### config.mk
export PLATFORM = sky130hd
export DESIGN_NAME = pipe_ctrl
export DESIGN_NICKNAME = d
export VERILOG_FILES = /design/src/rtl/pipe_ctrl.sv
export SDC_FILE = /design/constraint.sdc
export NUM_CORES = 1
export LEC_CHECK = 0
export CORE_MARGIN = 4
export CORE_UTILIZATION = 43
export CTS_CLUSTER_DIAMETER = 30
export CTS_CLUSTER_SIZE = 30
export DETAILED_ROUTE_END_ITERATION = 8
export PLACE_DENSITY = 0.87
export SLEW_MARGIN = 20
export SYNTH_ARGS = -nofsm -noshare
export SYNTH_HDL_FRONTEND = slang
export SYNTH_SLANG_ARGS = --single-unit
### constraint.sdc
create_clock -name clk -period 9.83 [get_ports clk]
set_input_delay 1.966 -clock clk [delete_from_list [all_inputs] [get_ports clk]]
set_output_delay 1.966 -clock clk [all_outputs]
set_load 0.05 [all_outputs]
### src/rtl/pipe_ctrl.sv
// ------------------------------------------------------------------------------------------------
// pipe_ctrl
//   Central pipeline controller for the 5-stage core.
//   - Merges per-stage stall requests into stalled_o and raises flush_o for a taken branch.
//   - Sequences machine-mode trap entry (exception or interrupt) and mret with a small FSM:
//     flush, mepc/mcause CSR writes, then PC redirect.
//   - Watchdog flags a pipeline that stays stalled for STALL_TIMEOUT consecutive cycles.
//   Stage bit map for stalled_o/flush_o: 0=pc, 1=if_id, 2=id_ex, 3=ex_mem, 4=mem_wb, 5=wb.
//
// Ports
//   clk, rst                 core clock, asynchronous active-high reset
//   stallreq_{if,id,ex,mem}_i per-stage stall requests
//   ex_branch_flag_i         branch/jump taken in ex
//   excp_req_i/cause/pc      synchronous exception from mem with its mcause and pc
//   mret_i                   mret reached mem
//   irq_i, irq_pc_i          level interrupt and its resume pc
//   mstatus_mie_i            global interrupt enable
//   mtvec_i, mepc_i          trap vector base, current mepc
//   stalled_o, flush_o       pipeline register control vectors
//   pc_load_o, new_pc_o      PC redirect
//   csr_we_o/waddr/wdata     CSR write port
//   trap_enter_o             pulse: csr unit does MPIE<=MIE, MIE<=0
//   trap_busy_o              FSM not idle
//   stall_timeout_o          sticky watchdog flag
// ------------------------------------------------------------------------------------------------
module pipe_ctrl #(
    parameter int unsigned STALL_TIMEOUT = 1024,
    parameter int unsigned CNT_W         = 16
) (
    input  logic        clk,
    input  logic        rst,
    input  logic        stallreq_if_i,
    input  logic        stallreq_id_i,
    input  logic        stallreq_ex_i,
    input  logic        stallreq_mem_i,
    input  logic        ex_branch_flag_i,
    input  logic        excp_req_i,
    input  logic [31:0] excp_cause_i,
    input  logic [31:0] excp_pc_i,
    input  logic        mret_i,
    input  logic        irq_i,
    input  logic [31:0] irq_pc_i,
    input  logic        mstatus_mie_i,
    input  logic [31:0] mtvec_i,
    input  logic [31:0] mepc_i,
    output logic [5:0]  stalled_o,
    output logic [5:0]  flush_o,
    output logic        pc_load_o,
    output logic [31:0] new_pc_o,
    output logic        csr_we_o,
    output logic [11:0] csr_waddr_o,
    output logic [31:0] csr_wdata_o,
    output logic        trap_enter_o,
    output logic        trap_busy_o,
    output logic        stall_timeout_o
);

    localparam logic [CNT_W-1:0] TimeoutVal = CNT_W'(STALL_TIMEOUT);
    localparam logic [31:0]      IrqCause   = 32'h8000000B;
    localparam logic [11:0]      AddrMepc   = 12'h341;
    localparam logic [11:0]      AddrMcause = 12'h342;

    typedef enum logic [2:0] {
        StIdle,
        StFlush,
        StWrMepc,
        StWrCause,
        StJump,
        StRet
    } state_e;

    state_e           state_q;
    logic [31:0]      cause_q;
    logic [31:0]      pc_q;     // trap pc, or target mepc for mret
    logic [CNT_W-1:0] cnt_q;
    logic [CNT_W-1:0] cnt_d;
    logic             timeout_q;

    logic take_excp;
    logic take_irq;
    logic take_mret;
    logic any_stall;

    // mtvec alignment bits are dropped by design.
    logic unused_mtvec;
    assign unused_mtvec = ^mtvec_i[1:0];

    assign take_excp = excp_req_i;
    assign take_irq  = irq_i & mstatus_mie_i & ~stallreq_mem_i;
    assign take_mret = mret_i;
    assign any_stall = stallreq_if_i | stallreq_id_i | stallreq_ex_i | stallreq_mem_i;

    // Watchdog next count: saturates at the timeout value, clears on a stall-free cycle.
    always_comb begin
        cnt_d = '0;
        if (any_stall) begin
            cnt_d = (cnt_q == TimeoutVal) ? cnt_q : cnt_q + 1'b1;
        end
    end

    always_ff @(posedge clk or posedge rst) begin
        if (rst) begin
            state_q   <= StIdle;
            cause_q   <= '0;
            pc_q      <= '0;
            cnt_q     <= '0;
            timeout_q <= 1'b0;
        end else begin
            cnt_q <= cnt_d;
            if (cnt_d == TimeoutVal) begin
                timeout_q <= 1'b1;
            end
            unique case (state_q)
                StIdle: begin
                    if (take_excp) begin
                        cause_q <= excp_cause_i;
                        pc_q    <= excp_pc_i;
                        state_q <= StFlush;
                    end else if (take_irq) begin
                        cause_q <= IrqCause;
                        pc_q    <= irq_pc_i;
                        state_q <= StFlush;
                    end else if (take_mret) begin
                        pc_q    <= mepc_i;
                        state_q <= StRet;
                    end
                end
                StFlush:   state_q <= StWrMepc;
                StWrMepc:  state_q <= StWrCause;
                StWrCause: state_q <= StJump;
                StJump:    state_q <= StIdle;
                StRet:     state_q <= StIdle;
                default:   state_q <= StIdle;
            endcase
        end
    end

    always_comb begin
        stalled_o    = '0;
        flush_o      = '0;
        pc_load_o    = 1'b0;
        new_pc_o     = '0;
        csr_we_o     = 1'b0;
        csr_waddr_o  = '0;
        csr_wdata_o  = '0;
        trap_enter_o = 1'b0;
        trap_busy_o  = (state_q != StIdle);

        unique case (state_q)
            StIdle: begin
                // A cycle that accepts a trap/mret/irq leaves stall and flush low.
                if (!(take_excp || take_irq || take_mret)) begin
                    if (stallreq_mem_i) begin
                        stalled_o = 6'b011111;
                    end else if (stallreq_ex_i) begin
                        stalled_o = 6'b001111;
                    end else if (stallreq_id_i) begin
                        stalled_o = 6'b000111;
                    end else if (stallreq_if_i) begin
                        stalled_o = 6'b000011;
                    end
                    if (ex_branch_flag_i && !stallreq_ex_i && !stallreq_mem_i) begin
                        flush_o = 6'b000100;
                    end
                end
            end
            StFlush: begin
                flush_o   = 6'b011110;
                stalled_o = 6'b000001;
            end
            StWrMepc: begin
                csr_we_o    = 1'b1;
                csr_waddr_o = AddrMepc;
                csr_wdata_o = pc_q & ~32'h3;
                stalled_o   = 6'b000001;
            end
            StWrCause: begin
                csr_we_o    = 1'b1;
                csr_waddr_o = AddrMcause;
                csr_wdata_o = cause_q;
                stalled_o   = 6'b000001;
            end
            StJump: begin
                pc_load_o    = 1'b1;
                new_pc_o     = {mtvec_i[31:2], 2'b00};
                trap_enter_o = 1'b1;
            end
            StRet: begin
                flush_o   = 6'b011110;
                pc_load_o = 1'b1;
                new_pc_o  = pc_q;
            end
            default: ;
        endcase

        // Outputs are forced low for the whole time reset is held, even though idle decode
        // would otherwise follow the inputs.
        if (rst) begin
            stalled_o    = '0;
            flush_o      = '0;
            pc_load_o    = 1'b0;
            new_pc_o     = '0;
            csr_we_o     = 1'b0;
            csr_waddr_o  = '0;
            csr_wdata_o  = '0;
            trap_enter_o = 1'b0;
            trap_busy_o  = 1'b0;
        end
    end

    assign stall_timeout_o = timeout_q;

endmodule

# Word level (Yosys, flattened, before mapping)
# Index checks and enable logic that the tools add are counted.
[word_totals]
regBits = 84
in_bits = 171
output_inout_bits = 93
word_cells = 71
[classes]
add_sub_neg = 1
n_eq_ne = 8
n_mux = 35
bitwise_logic = 6
n_reduce_logical = 16
[ops]
columns = ["cell", "n"]
rows = [
  ["$mux W32", 7],
  ["$pmux W32 S2", 2],
  ["$eq A16 B11 Y1 const B", 2],
  ["$mux W16", 2],
  ["$pmux W10 S2", 1],
  ["$pmux W5 S2", 2],
  ["$mux W3", 6],
  ["$add A16 B1 Y16 const B", 1],
  ["$mux W12", 1],
  ["$mux W6", 2],
  ["$pmux W3 S4", 1],
  ["$mux W5", 2],
  ["$mux W1", 7],
  ["$eq A3 B2 Y1 const B", 2],
  ["$eq A3 B3 Y1 const B", 2],
  ["$reduce_bool A3 Y1", 2],
  ["$reduce_or A2 Y1", 3],
  ["$mux W4", 1],
  ["$ne A4 B4 Y1 const B", 1],
  ["$reduce_and A2 Y1", 2],
  ["$eq A3 B1 Y1 const B", 1],
  ["$logic_not A3 Y1", 1],
  ["$or A1 B1 Y1", 3],
  ["$reduce_or A3 Y1", 1],
  ["7 further kinds", 11],
]

# Longest topological paths before layout
# Gate-level depths: netlist of run 1.
[depth]
ltp_word = 7
ltp_mapped = 8
depth_no_buf = 7

# Least setup slack after synthesis of run 1
# OpenSTA, ideal clock, no wires.
[synth_timing]
kind = "in2out"
startpoint = "input rst"
endpoint = "output new_pc_o[22]"
arrival_ns = 5.670
t_required_ns = 7.864
setup_slack_ns = 2.194
path_stages = 6
path_buffers = 2
cell_sequence = "clkbuf_1 > inv_1 > nand2_1 > nor3_1 > clkbuf_1 > a22o_1"
[synth_between]
elab_chain_cells = 1
[synth_lines]
columns = ["element", "line", "source"]
rows = [
  ["start: declaration", "31", "input logic rst,"],
  ["$mux W32", "198", "if (rst) begin"],
  ["end: declaration", "49", "output logic [31:0] new_pc_o,"],
]
# Every way passes these cells.

# Worst setup path after layout of run 1
[layout_timing]
startpoint = "input rst"
endpoint = "output new_pc_o[11]"
# Same word-level chain as after synthesis.

==> flow_summary.ini, run 1 <==
[status]
status = complete, no violations

[min_path]
hold_class = reg2reg
min_from = stall_timeout_o

[clock_network]
cts.clk_slew.worst_paths_ps = 60
clk-insertion-delay-late_ps = 330
cts_tree = built
cts_sinks = 84
post_cts_buffers = 0
ctsResizeCount = 0
h-tree-depth = 3
root_buffer = clkbuf_16
ctsLongestPathBuffers = 2
numCtsBuffers = 9
ctsHoldBuffers = 0

[synthesis]
yosysTopAreaCellShare = 0.428
syn_avg_cell_area_sq_um = 9.19
ys_warn_count = 0
synth_seq_cells = 84
synth_enable_flop_cells = 0
synth_top_family_by_area = compound AO/OA/AOI/OAI gates
ys_async_sr_fraction = 1.00
syn-cell-area_sq_mm = 0.00491
synth_common_cells = a22o_1, dfrtp_1, nor2_1
muxShareOfSynthArea = 0.0696
synthAdderAreaFrac = 0.00510
synth-compound-area-share = 0.254
synthCells = 534
yosysMostFrequentCell = a22o_1
synth.area.top_cells = dfrtp_1, a22o_1, mux2i_1
ys.flop_type = dfrtp_1
synth_seq_area_share = 0.428
yosysTopAreaCell = dfrtp_1
synth_xor_area_frac = 0.0250
ys_types = 47
yosys.area_share.simple = 0.148

[sta]
min_period_ps = 7030
rsz0062_at_grt = no
tightest_slew_ps = 1070
fin_worst_skew_ps = 5.28
relSlewSlack = 0.285
final-max-slew-violation-count = 0
finalSetupViolCount = 0
hold_slack_ps = 487
fmax_mhz = 142
setup-tns-final_ps = 0
finalHoldViolCount = 0
fin_crit_sh = 0.715

[final_layout]
finish.utilization = 0.702
layout-drive-gt1-share = 0.0514
n_antenna_cell = 0
final_nets = 928
area_growth_pct = 57.2

[floorplan]
die_h_um = 115
die_x_um = 115
rows = 38
die-area_sq_mm = 0.0132
ios = 264
core_area_sq_mm = 0.0110
start_util = 0.447

[worst_setup_path]
critPathTopFamily = buffers and inverters
crit_path_start_kind = input port
arrival_ps = 5060
r2r_start = state_q[2]
crit_required_ps = 7860
cp-end-kind = output pin
cp_num_buf_inv = 2
cp_cell_sequence = clkdlybuf4s50_1 -> nor3b_1 -> and2_2 -> a22o_1 -> clkdlybuf4s50_1
crit_path_max_incr_delay_ps = 840
cp_slowest_cell = clkdlybuf4s50_1
startpoint = rst
crit_top_cell = clkdlybuf4s50_1
critical_path_class = in2out
cp_max_fo = 30

[power_and_ir_drop]
leakage_uw = 0.00317
power_density_mw_per_mm2 = 237
peakVddDrop_mv = 0.205

[drt]
vias_per_cell = 5.54
wl_per_cell_um = 18.4
ant_nets = 0
wl_mm = 16.6
vias = 4978
drt_drc_violations_left = 0
first_pass_iters = 5
drt_iter0_drc = 279

[grt]
grt_pass1_wl_mm = 25.7
antenna_found_initial = 0
grt_remaining_overflow = 0
grt_start_max_net_pins = 85
grt_usage = 0.245
grt_pass1_vias = 5182

[placed_design]
hpwlAfterDp_mm = 12.8
routabilityCongestion = 0.902
io_buffer_count = 251

[run]
max-cap-violations = 0
[report_power, final]
| part | switching [uW] | leakage [uW] | internal [uW] |
|---|---|---|---|
| Sequential | 139 | 0.00106 | 489 |
| Combinational | 517 | 0.00197 | 347 |
| Clock | 131 | 0.000138 | 202 |
| Total | 787 | 0.00317 | 1040 |
[worst reg2reg max path: stages, from the launching register on]
cell and delay [ps]:
dfrtp_1 540, nor3_2 420, nand2_2 690, nand2_1 280, o21ai_0 120
[routing by layer]
layer,part of all wire,track usage,up-vias
met4,0.022,0.0767,0
met5,0,0,-
met3,0.075,0.0553,31
li1,-,-,2356
met1,0.39,0.290,2371
met2,0.52,0.443,220
[placed cells by master, fill, tap and decap left out, types with 2 or more instances in the layout]
cell type | Yosys | routed
nor2_1 | 61 | 61
o21ai_1 | 5 | 5
buf_4 | 15 | 8
nor3_2 | 1 | 3
clkinvlp_4 | 0 | 2
nand2b_1 | 2 | 2
nor3_1 | 9 | 7
o21ai_0 | 28 | 28
o22a_1 | 4 | 4
and2_1 | 5 | 3
nand3_1 | 8 | 8
and2_2 | 0 | 2
clkdlybuf4s50_1 | 0 | 250
mux2i_1 | 33 | 33
or3_1 | 3 | 3
xnor2_1 | 10 | 10
nand2_1 | 41 | 41
a22o_1 | 88 | 88
xor2_1 | 4 | 4
clkbuf_16 | 0 | 9
nor3b_1 | 2 | 2
nor4_1 | 6 | 5
a31o_2 | 2 | 2
a21oi_1 | 38 | 38
ha_1 | 2 | 2
clkinv_2 | 0 | 2
dfrtp_1 | 84 | 84
o2111ai_1 | 2 | 2
conb_1 | 1 | 10
and3_1 | 6 | 6
nand4_1 | 4 | 4
inv_1 | 9 | 8
[flip-flops by register name (all words and copies together) (netlist names)]
signal / cells
state_q: 3
cause_q: 32
stall_timeout_o: 1
cnt_q: 16
pc_q: 32
[final cells by class]
class / count / area [sq um]
fill: 831 / 3270
timing repair buffer: 260 / 2580
multi-input combinational: 391 / 2530
sequential: 84 / 2100
clock buffer: 11 / 243
tap: 140 / 175
clock inverter: 4 / 50.0
inverter: 9 / 35.0
[worst paths after layout]
path,depth (start not counted),slack [ps],end
worst max-delay path,5,2800,new_pc_o[11]
worst min-delay path,2,490,stall_timeout_o
worst max register to register,4,7610,pc_q[18]
worst min register to register,2,490,stall_timeout_o
max in group asynchronous,3,6870,cause_q[2]
min in group asynchronous,3,2440,state_q[2]
[through the flow]
stage	instance area, sq um	worst slack (ps)	power (uW)	std cells
floorplan	4940	2190	1200	543
global placement	7410	2590	1460	884
detailed placement	7410	2440	1500	884
CTS	7710	2430	1830	899
global route	7710	2590	1920	899
finish	7710	2800	1820	899
[logic make-up (layout without fill, tap and decap cells)]
kind of cell | after synthesis | count (layout)
AOI/OAI and AO/OA | 174 | 174
xor gates and xnor gates | 14 | 14
adders and majority gates | 2 | 2
buffers and inverters | 68 | 284
DFF | 84 | 84
muxes | 34 | 34
other | 1 | 10
and+or+nand+nor | 157 | 157
(Power assumes the default switching activity.)
==> inputs of run 2 (changes only) <==
--- a/config.mk
+++ b/config.mk
@@ -6,11 +6,11 @@
 export NUM_CORES = 1
 export LEC_CHECK = 0
 export CORE_MARGIN = 4
-export CORE_UTILIZATION = 43
+export CORE_UTILIZATION = 40
 export CTS_CLUSTER_DIAMETER = 30
 export CTS_CLUSTER_SIZE = 30
 export DETAILED_ROUTE_END_ITERATION = 8
-export PLACE_DENSITY = 0.87
+export PLACE_DENSITY = 0.82
 export SLEW_MARGIN = 20
 export SYNTH_ARGS = -nofsm -noshare
 export SYNTH_HDL_FRONTEND = slang
==> constraint.sdc (replaced) <==
create_clock -name clk -period 7.3 [get_ports clk]
set_input_delay 1.46 -clock clk [delete_from_list [all_inputs] [get_ports clk]]
set_output_delay 1.46 -clock clk [all_outputs]
set_load 0.05 [all_outputs]
==> run 2 against run 1 <==
Net effect:
- critical path depth increased by 1
- largest power group unchanged
- sequential share of layout area is essentially flat
- wire length is 3.9% higher
- sequential power grew 35%
- cell area grew 0.18%
==> flow_summary.ini, run 2 (synthesis results as in run 1) <==
[floorplan]
die-area_sq_mm = 0.0141
die_x_um = 119
core_area_sq_mm = 0.0120
rows = 40
ios = 264
start_util = 0.409
die_h_um = 119

[clock_network]
ctsResizeCount = 0
h-tree-depth = 3
post_cts_buffers = 0
ctsLongestPathBuffers = 2
root_buffer = clkbuf_16
numCtsBuffers = 9
cts_tree = built
clk-insertion-delay-late_ps = 330
cts_sinks = 84
ctsHoldBuffers = 0
cts.clk_slew.worst_paths_ps = 60

[worst_setup_path]
crit_required_ps = 5840
cp_max_fo = 21
arrival_ps = 4630
critical_path_class = in2out
crit_path_start_kind = input port
cp-end-kind = output pin

[power_and_ir_drop]
peakVddDrop_mv = 0.141
power_density_mw_per_mm2 = 318
leakage_uw = 0.00317

[sta]
hold_slack_ps = 467
final-max-slew-violation-count = 0
relSlewSlack = 0.494
tightest_slew_ps = 759
fmax_mhz = 164
min_period_ps = 6090
layout_setup_ws_ps = 1210
fin_crit_sh = 0.834
finalHoldViolCount = 0
finalSetupViolCount = 0
fin_worst_skew_ps = 10.5
setup-tns-final_ps = 0
rsz0062_at_grt = no

[final_layout]
layout-drive-gt1-share = 0.0499
finish.utilization = 0.643
area_growth_pct = 57.4
final_common_cell = clkdlybuf4s50_1
final_nets = 929
n_antenna_cell = 0
stdcell_count = 908
mostFrequentLayoutCells = clkdlybuf4s50_1, a22o_1, dfrtp_1
largestRegisters = cause_q x32, pc_q x32, cnt_q x16

[grt]
grt_pass1_wl_mm = 27.1
grt_remaining_overflow = 0
grt_usage = 0.240
grt_pass1_vias = 5128
antenna_found_initial = 2
grt_start_max_net_pins = 85

[drt]
vias = 5015
drt_iter0_drc = 230
first_pass_iters = 6
wl_mm = 17.2
wl_per_cell_um = 19.0
drt_drc_violations_left = 0
vias_per_cell = 5.52
ant_nets = 0

[status]
status = complete, no violations

[placed_design]
placed_cells = 892
routabilityCongestion = 0.923
hpwlAfterDp_mm = 13.1
io_buffer_count = 251
place_ws_ps = 1230

[min_path]
hold_class = reg2reg

[run]
max-cap-violations = 0
-- run 2: changes by cell type in the layout (fill, tap and decap cells not counted), sizes merged --
cell,before,now
clkbuf,11,12
buf,10,11
-- run 2: stage by stage --
step / power, uW / area [sq um]
floorplan: 1610 / 4940
global placement: 1980 / 7430
detailed placement: 2020 / 7430
CTS: 2470 / 7720
global route: 2600 / 7730
finish: 2460 / 7730
-- run 2: path summary, 6_finish.rpt --
kind,slack [ps],depth (start not counted),from,end
max in group asynchronous,4850,3,rst,cnt_q[4]
min reg2reg,470,2,stall_timeout_o,stall_timeout_o
min,470,2,stall_timeout_o,stall_timeout_o
min in group asynchronous,1940,3,rst,state_q[0]
max reg2reg,5210,7,cnt_q[1],stall_timeout_o
max,1210,6,rst,new_pc_o[18]
-- run 2: layout make-up --
class	count	area, sq um
clock inverters	4	50.0
fillers	998	4290
multi-input cells	391	2530
flip-flops and latches	84	2100
clock buffers	12	236
inverters	9	35.0
repair buffers	261	2590
well taps	147	184
-- run 2: power by group --
part / internal [uW] / switching (uW)
registers: 659 / 191
logic: 467 / 697
clock network: 265 / 181
-- run 2: critical path, cell delays in order --
cell and delay, ps:
clkdlybuf4s50_1 590, nor3b_1 700, and2_1 490, buf_4 350, a22o_1 190, clkdlybuf4s50_1 830
-- run 2: layer usage --
layer / routed length [um] / global-route usage
met1: 6660 / 0.282
met2: 8600 / 0.410
met3: 1400 / 0.0713
met4: 532 / 0.0941
met5: 31 / 0
